===== config.mk =====
export PLATFORM = sky130hd
export DESIGN_NAME = road_obstacle_spawner
export DESIGN_NICKNAME = d
export VERILOG_FILES = /design/src/rtl/road_obstacle_spawner.sv
export SDC_FILE = /design/constraint.sdc
export NUM_CORES = 1
export LEC_CHECK = 0
export CORE_UTILIZATION = 45
export CTS_CLUSTER_DIAMETER = 40
export DETAILED_ROUTE_END_ITERATION = 10
export GPL_TIMING_DRIVEN = 0
export PLACE_DENSITY = 0.74
export SLEW_MARGIN = 5
export SYNTH_ARGS = -nofsm -noshare
export SYNTH_HDL_FRONTEND = slang
export SYNTH_SLANG_ARGS = --single-unit

===== constraint.sdc =====
create_clock -name clk -period 1.85 [get_ports clk]
set_clock_uncertainty 0.15 [all_clocks]
set_input_delay 0.185 -clock clk [delete_from_list [all_inputs] [get_ports clk]]
set_output_delay 0.185 -clock clk [all_outputs]
set_load 0.02 [all_outputs]

===== src/rtl/road_obstacle_spawner.sv =====
// road_obstacle_spawner: consumer of the road random-number generator.
// Counts frame ticks, requests a fresh random value every SPAWN_PERIOD
// ticks, rejects out-of-range values (bounded retries, then a mid-lane
// fallback), and offers the resulting X coordinate over valid/ack.
// Ports:
//   clk, resetN    - clock, asynchronous active-low reset
//   enable         - game running; low aborts to IDLE
//   startOfFrame   - one-cycle frame tick
//   rand_in[5:0]   - generator dout
//   spawn_ack      - obstacle logic accepted spawn_x
//   rand_req       - generator rise input (registered)
//   spawn_valid    - spawn_x valid, held until ack
//   spawn_x[10:0]  - obstacle X coordinate
//   busy           - high whenever not IDLE
//   missed_count   - saturating count of dropped triggers
module road_obstacle_spawner #(
  parameter int unsigned SPAWN_PERIOD = 30,
  parameter int unsigned LANE_MIN_X   = 200,
  parameter int unsigned LANE_STEP    = 4,
  parameter int unsigned MAX_RAND     = 59,
  parameter int unsigned MAX_RETRY    = 3
) (
  input  logic        clk,
  input  logic        resetN,
  input  logic        enable,
  input  logic        startOfFrame,
  input  logic [5:0]  rand_in,
  input  logic        spawn_ack,
  output logic        rand_req,
  output logic        spawn_valid,
  output logic [10:0] spawn_x,
  output logic        busy,
  output logic [7:0]  missed_count
);

  localparam int unsigned CNT_W   = (SPAWN_PERIOD > 1) ? $clog2(SPAWN_PERIOD) : 1;
  localparam int unsigned RETRY_W = $clog2(MAX_RETRY + 2);
  localparam int unsigned RAND_W  = 6;
  localparam int unsigned X_W     = 11;
  localparam int unsigned MISS_W  = 8;
  localparam logic [X_W-1:0] FALLBACK_X = X_W'(LANE_MIN_X + (MAX_RAND / 2) * LANE_STEP);

  typedef enum logic [2:0] {
    ST_IDLE,
    ST_REQ,
    ST_WAIT,
    ST_SAMPLE,
    ST_OFFER
  } state_t;

  state_t              r_state,       w_state_nxt;
  logic [CNT_W-1:0]    r_frame_cnt,   w_frame_cnt_nxt;
  logic                r_pending,     w_pending_nxt;
  logic [RETRY_W-1:0]  r_retry,       w_retry_nxt;
  logic [RAND_W-1:0]   r_rand,        w_rand_nxt;
  logic                r_rand_req,    w_rand_req_nxt;
  logic                r_spawn_valid, w_spawn_valid_nxt;
  logic [X_W-1:0]      r_spawn_x,     w_spawn_x_nxt;
  logic                r_busy,        w_busy_nxt;
  logic [MISS_W-1:0]   r_missed,      w_missed_nxt;

  logic w_period_end;
  logic w_trigger;

  assign w_period_end = (r_frame_cnt == CNT_W'(SPAWN_PERIOD - 1));
  assign w_trigger    = enable && startOfFrame && w_period_end;

  // Next-state and next-output logic
  always_comb begin
    w_state_nxt     = r_state;
    w_frame_cnt_nxt = r_frame_cnt;
    w_pending_nxt   = r_pending;
    w_retry_nxt     = r_retry;
    w_rand_nxt      = r_rand;
    w_spawn_x_nxt   = r_spawn_x;
    w_missed_nxt    = r_missed;

    if (enable && startOfFrame) begin
      w_frame_cnt_nxt = w_period_end ? '0 : r_frame_cnt + CNT_W'(1);
    end

    case (r_state)
      ST_IDLE: begin
        if (w_trigger || r_pending) begin
          w_state_nxt   = ST_REQ;
          w_pending_nxt = 1'b0;
          w_retry_nxt   = '0;
        end
      end
      ST_REQ:  w_state_nxt = ST_WAIT;
      // Guarantees the generator sees rise low before any later request
      ST_WAIT: w_state_nxt = ST_SAMPLE;
      ST_SAMPLE: begin
        w_rand_nxt = rand_in;
        if (rand_in <= RAND_W'(MAX_RAND)) begin
          w_state_nxt   = ST_OFFER;
          w_spawn_x_nxt = X_W'(LANE_MIN_X) + X_W'(rand_in) * X_W'(LANE_STEP);
        end else if (r_retry < RETRY_W'(MAX_RETRY)) begin
          w_state_nxt = ST_REQ;
          w_retry_nxt = r_retry + RETRY_W'(1);
        end else begin
          // Retries exhausted: fall back to the middle of the legal range
          w_state_nxt   = ST_OFFER;
          w_rand_nxt    = RAND_W'(MAX_RAND / 2);
          w_spawn_x_nxt = FALLBACK_X;
        end
      end
      ST_OFFER: begin
        if (spawn_ack) w_state_nxt = ST_IDLE;
      end
      default: w_state_nxt = ST_IDLE;
    endcase

    // Triggers while busy: first one is remembered, further ones are counted
    if (w_trigger && (r_state != ST_IDLE)) begin
      if (!r_pending) begin
        w_pending_nxt = 1'b1;
      end else if (r_missed != '1) begin
        w_missed_nxt = r_missed + MISS_W'(1);
      end
    end

    if (!enable) begin
      w_state_nxt     = ST_IDLE;
      w_frame_cnt_nxt = '0;
      w_pending_nxt   = 1'b0;
      w_retry_nxt     = '0;
    end

    w_rand_req_nxt    = (w_state_nxt == ST_REQ);
    w_spawn_valid_nxt = (w_state_nxt == ST_OFFER);
    w_busy_nxt        = (w_state_nxt != ST_IDLE);
  end

  // State and registered outputs
  always_ff @(posedge clk or negedge resetN) begin
    if (!resetN) begin
      r_state       <= ST_IDLE;
      r_frame_cnt   <= '0;
      r_pending     <= 1'b0;
      r_retry       <= '0;
      r_rand        <= '0;
      r_rand_req    <= 1'b0;
      r_spawn_valid <= 1'b0;
      r_spawn_x     <= '0;
      r_busy        <= 1'b0;
      r_missed      <= '0;
    end else begin
      r_state       <= w_state_nxt;
      r_frame_cnt   <= w_frame_cnt_nxt;
      r_pending     <= w_pending_nxt;
      r_retry       <= w_retry_nxt;
      r_rand        <= w_rand_nxt;
      r_rand_req    <= w_rand_req_nxt;
      r_spawn_valid <= w_spawn_valid_nxt;
      r_spawn_x     <= w_spawn_x_nxt;
      r_busy        <= w_busy_nxt;
      r_missed      <= w_missed_nxt;
    end
  end

  assign rand_req     = r_rand_req;
  assign spawn_valid  = r_spawn_valid;
  assign spawn_x      = r_spawn_x;
  assign busy         = r_busy;
  assign missed_count = r_missed;

endmodule


# [Word-level counts from Yosys, hierarchy flattened]
# Index checks and enable logic that the tools add are counted.
# Widths: inputs -> output; s select.
[classes] n_div=0 addsub=4 n_mux=21 reduce_logical=10 bitwise=0 mul=0 eq_ne=14 shift=0 magnitude_cmp=2
[op_table] operator="$mux 3" n=9
[op_table] operator="$mux 11" n=2
[op_table] operator="$mux 5" n=3
[op_table] operator="$pmux 3 s5" n=1
[op_table] operator="$add 8x8->9 const A" n=1
[op_table] operator="$ne 3x3->1 const B" n=3
[op_table] operator="$add 8x1->8 const B" n=1
[op_table] operator="$ne 8x8->1 const B" n=1
[op_table] operator="$eq 3x1->1 const B" n=2
[op_table] operator="$eq 3x2->1 const B" n=2
[op_table] operator="$eq 3x3->1 const B" n=2
[op_table] operator="$le 6x6->1 const B" n=1
[op_table] operator="$pmux 3 s2" n=1
[op_table] operator="$reduce_bool 3->1" n=2
[op_table] operator="$add 5x1->5 const B" n=1
[op_table] operator="$eq 5x5->1 const B" n=1
[op_table] operator="$mux 1" n=5
[op_table] operator="$reduce_and 4->1" n=1
[op_table] operator="$add 3x1->3 const B" n=1
[op_table] operator="$logic_and 1x1->1" n=3
[op_table] operator="$logic_not 3->1" n=1
[op_table] operator="$lt 3x2->1 const B" n=1
[op_table] operator="$ne 3x1->1 const B" n=1
[op_table] operator="$reduce_and 3->1" n=1
[op_table] operator="other kinds (4)" n=4
[word_totals] latchBits=0 mem_count=0 ramBits=0 regBits=34 mem_bits_ro=0 out_inout_bits=22

# [Depth between registers and ports, before layout]
[depth] ltp_word=8 depth_mapped=8

# [Worst setup path after synthesis]
# No wires, ideal clock.
[synth_path] path_type="register -> register" from="register r_state[0]" to="register r_missed[1] (netlist: missed_count[1])" stages_incl_launch_ff=7 required_time_ps=1575 n_path_buf=2 period_less_slack_ps=1796 setup_time_ps=125 path_slack_ps=54 t_arrival_ps=1521 path_cell_list="dfrtp_1 buf_6 or3_4 and4_4 buf_6 nand2_4 mux2_4"
[synth_between] elab_chain_cells=3
[synth_rtl] item="from (decl)" line="51" source="state_t r_state, w_state_nxt;"
[synth_rtl] item="from (signal assigned)" line="149" source="r_state <= w_state_nxt;"
[synth_rtl] item="$reduce_bool 3->1" line="115" source="if (w_trigger && (r_state != ST_IDLE)) begin"
[synth_rtl] item="$logic_and 1x1->1" line="115"
[synth_rtl] item="$reduce_and 3->1 (no line)"
[synth_rtl] item="to (signal assigned)" line="158" source="r_missed <= w_missed_nxt;"
[synth_rtl] item="to (decl)" line="60" source="logic [MISS_W-1:0] r_missed, w_missed_nxt;"
# Every way passes these cells.
# A chain may end at the register's enable or synchronous reset.

# [Worst setup path in the final report]
[layout_path] from="register r_frame_cnt[1]" to="register r_missed[1] (netlist: missed_count[1])"
[layout_between] elab_chain_cells=4
[layout_rtl] item="from (decl)" line="52" source="logic [CNT_W-1:0] r_frame_cnt, w_frame_cnt_nxt;"
[layout_rtl] item="from (signal assigned)" line="150" source="r_frame_cnt <= w_frame_cnt_nxt;"
[layout_rtl] item="$eq 5x5->1" line="65" source="assign w_period_end = (r_frame_cnt == CNT_W'(SPAWN_PERIOD - 1));"
[layout_rtl] item="$logic_and 1x1->1" line="66" source="assign w_trigger = enable && startOfFrame && w_period_end;"
[layout_rtl] item="$logic_and 1x1->1" line="115"
[layout_rtl] item="$reduce_and 3->1 (no line)"
# Every way passes these cells.

==> impl_metrics.csv <==
group,metric,value,unit
worst_setup_path,worst_setup_path_end_kind,"register",
synth,synth_seq_area_share,46.9,%
power,worst_ir_drop_vdd,406,uV
clock_network,clk_latency,0.34,ns
die,rows,21,
drt,drtIter0Drc,62,
cells_and_area,drive_above_1_share,15.2,%
clock_network,cts_tree,"done",
clock_network,clockRootBuffer,"clkbuf_4",
place,hpwlAfterDp,2160,um
cells_and_area,fin_util,60.9,%
power,power_frac_clock,38.6,%
synth,synth_area_leaders,"dfrtp_1, xnor2_1, ha_1",
global_route,grt_pass1_wl,4860,um
die,dieArea,3800,sq um
timing,hold_violations,0,
clock_network,cts_buffers,5,
clock_network,cts.sink_count,30,
flow_run,drv_cap,0,
worst_setup_path,cp_max_fo,7,
die,die_y,61.6,um
worst_hold_path,min_path_type,"in -> reg",
drt,drc,0,
drt,num_vias,1289,
clock_network,clockBufferDepth,2,
timing,final.min_clock_period,1.84,ns
clock_network,h-tree-depth,2,
timing,max_slew_margin,55.8,%
power,combPwrFrac,8.5,%
global_route,overflow,0,
drt,ant_nets,0,
synth,synth-async-reset-ratio,100,%
die,start_util,47.6,%
worst_setup_path,cp.arrival,1.91,ns
power,switching_share,22.8,%
synth,syn_avg_cell_area,10.3,sq um
synth,ys_types,41,
global_route,grt_antenna_before_repair,0,
worst_setup_path,critPathLaunch,"r_frame_cnt[1]",
synth,synth-seq-cells,30,
global_route,grt_use_total,18.2,%
worst_setup_path,setup.worst_path.start_class,"register",
clock_network,path_clk_slew,0.09,ns
worst_setup_path,worst_ep_required_time,1.92,ns
synth,yosysTopAreaCell,"dfrtp_1",
cells_and_area,nNetsFinal,212,
timing,max_freq,0.545,GHz
synth,syn_area,1600,sq um
outcome,status,"finished, final reports clean",
timing,setup_viol,0,
worst_setup_path,timing.rr.start,"r_frame_cnt[1]",
drt,drt_wl_total,3140,um
place,dp_cells,230,
cells_and_area,area_growth_syn_to_layout,28.1,%
global_route,grt_max_degree,31,
drt,via_per_inst,5.30,
cells_and_area,fin_cells,243,
die,die_x,61.6,um
worst_setup_path,critical_path_class,"reg -> reg",
drt,drtPass1Iterations,4,
worst_hold_path,hp-start,"rand_in[4]",
power,power_switching,285,uW
die,coreArea,3360,sq um
place,port_buffers,26,
timing,finalMaxSlewViolations,0,
timing,tightest_slew,0.663,ns
place,gp_congestion,0.815,
synth,ys.flop_type,"dfrtp_1",
place,dpl_cell_area,1920,sq um
cells_and_area,n_antenna_cell,0,
timing,period_share,99.3,%
die,ios,33,
cells_and_area,final_area,2050,sq um
power,internal_power,967,uW
synth,syn_inst,155,
synth,synth_top_cell_area_share,46.9,%
power,leakagePower,0.980,nW
synth,synth_edf_count,0,
power,power,1.25,mW
global_route,grt_pass1_vias,1111,
drt,wire_per_inst,12.9,um
synth,yosys_warnings,0,
power,p_per_area,611,nW/um^2
power,power_frac_seq,52.9,%
## Yosys cell counts (2+ instances only)
cell type and instances:
a21o_1 2, mux2i_1 2, and4_1 4, nor2_1 11, a22oi_1 2, dfrtp_1 30, nand3_1 6, buf_4 5
nand4_1 4, o21ai_0 6, nand2_1 12, ha_1 5, o211a_1 2, buf_2 2, and2_1 2, xnor2_1 10
buf_6 2, o22a_1 2, nor2b_1 5, and3_1 5, o2111ai_1 3, nor3_1 2, a21oi_1 4, a31oi_1 3
inv_1 4, o21ai_1 5
## worst paths after layout
check	slack, ns	depth (start not counted)	endpoint
max	0.01	7	missed_count[1]
min	0.06	3	spawn_x[8]
max reg2reg	0.01	7	missed_count[1]
min reg2reg	0.34	1	missed_count[6]
max in group asynchronous	0.82	2	r_state[1]
min in group asynchronous	0.26	2	missed_count[5]
## logic make-up (layout without fill, tap and decap cells)
kind of cell	after synthesis	count (layout)	share of synthesized area, %
xor+xnor	10	10	5.47
compound gates	34	34	14.5
simple gates	58	58	21.3
mux	3	3	2.19
flops	30	30	46.9
fa+ha+maj	5	5	3.91
buf+inv	14	53	5.55
other cells	1	4	0.234
## power groups by stage
stage / Clock (mW) / Combinational (mW) / Sequential (mW)
CTS: 0.494 / 0.104 / 0.662
global route: 0.531 / 0.119 / 0.662
floorplan: 0 / 0.0524 / 0.676
finish: 0.483 / 0.106 / 0.662
global placement: 0 / 0.0927 / 0.676
detailed placement: 0 / 0.0955 / 0.677
## layer usage
layer,track usage (%),part of all wire [%],vias up
met5,0,0,-
met4,7.62,2.6,0
met3,6.93,4.9,9
met2,29.8,49,38
met1,21.4,44,602
li1,-,-,640
## worst max-delay path: stages, from the launching register on
cell and delay [ns]:
dfrtp_1 0.40, inv_1 0.07, ha_2 0.17, and4_1 0.19
buf_6 0.12, and4_4 0.27, nand2_4 0.07, mux2_4 0.29
## final cells by class
type | count | area [sq um]
repair buffers | 32 | 305
well taps | 46 | 57.6
flip-flops and latches | 30 | 752
inverters | 4 | 15.0
multi-input cells | 114 | 774
plain buffers | 9 | 66.3
clock buffers | 8 | 78.8
fillers | 303 | 1310
## state kept, by name, summed over array words and instances (netlist names)
| name | flops |
|---|---|
| spawn_valid | 1 |
| r_state | 3 |
| r_frame_cnt | 5 |
| r_retry | 3 |
| missed_count | 8 |
| busy | 1 |
| r_pending | 1 |
| rand_req | 1 |
| spawn_x | 7 |
## timing repair
item	4_1_cts	5_1_grt
endpoints found under the setup margin	1	4
buffers inserted	2	3
hold endpoints to repair	30	0
gates resized for setup	2	2
hold buffers	1	0
pin swaps	1	0
## metrics by stage
stage                     setup TNS (ns)  setup WS, ns  hold slack [ns]
after global placement             -2.49        -0.142            0.324
after detailed placement          -0.905        -0.179            0.115
after floorplan                        0        0.0539           -0.261
after global routing             -0.0179       -0.0179           0.0504
after CTS                              0      0.000810           0.0484
final                                  0        0.0136           0.0570
## placed cells by master, fill, tap and decap left out, types with 2 or more instances in the layout
cell type        count
nand3_1              6
ha_1                 4
nand2_1             12
dfrtp_1             29
o21ai_1              5
nor2_1              11
buf_2                3
and4_1               4
inv_1                4
buf_4                9
clkbuf_8             3
o21ai_0              6
nor3_1               2
conb_1               4
a22oi_1              2
a21oi_1              4
and2_1               2
mux2i_1              2
buf_6                2
xnor2_1             10
nor2b_1              5
o22a_1               2
o2111ai_1            3
o211a_1              2
clkbuf_4             5
clkdlybuf4s50_1     24
a31oi_1              3
and3_1               5
a21o_1               2
nand4_1              4
No activity file was read; power rests on OpenSTA's default activity.
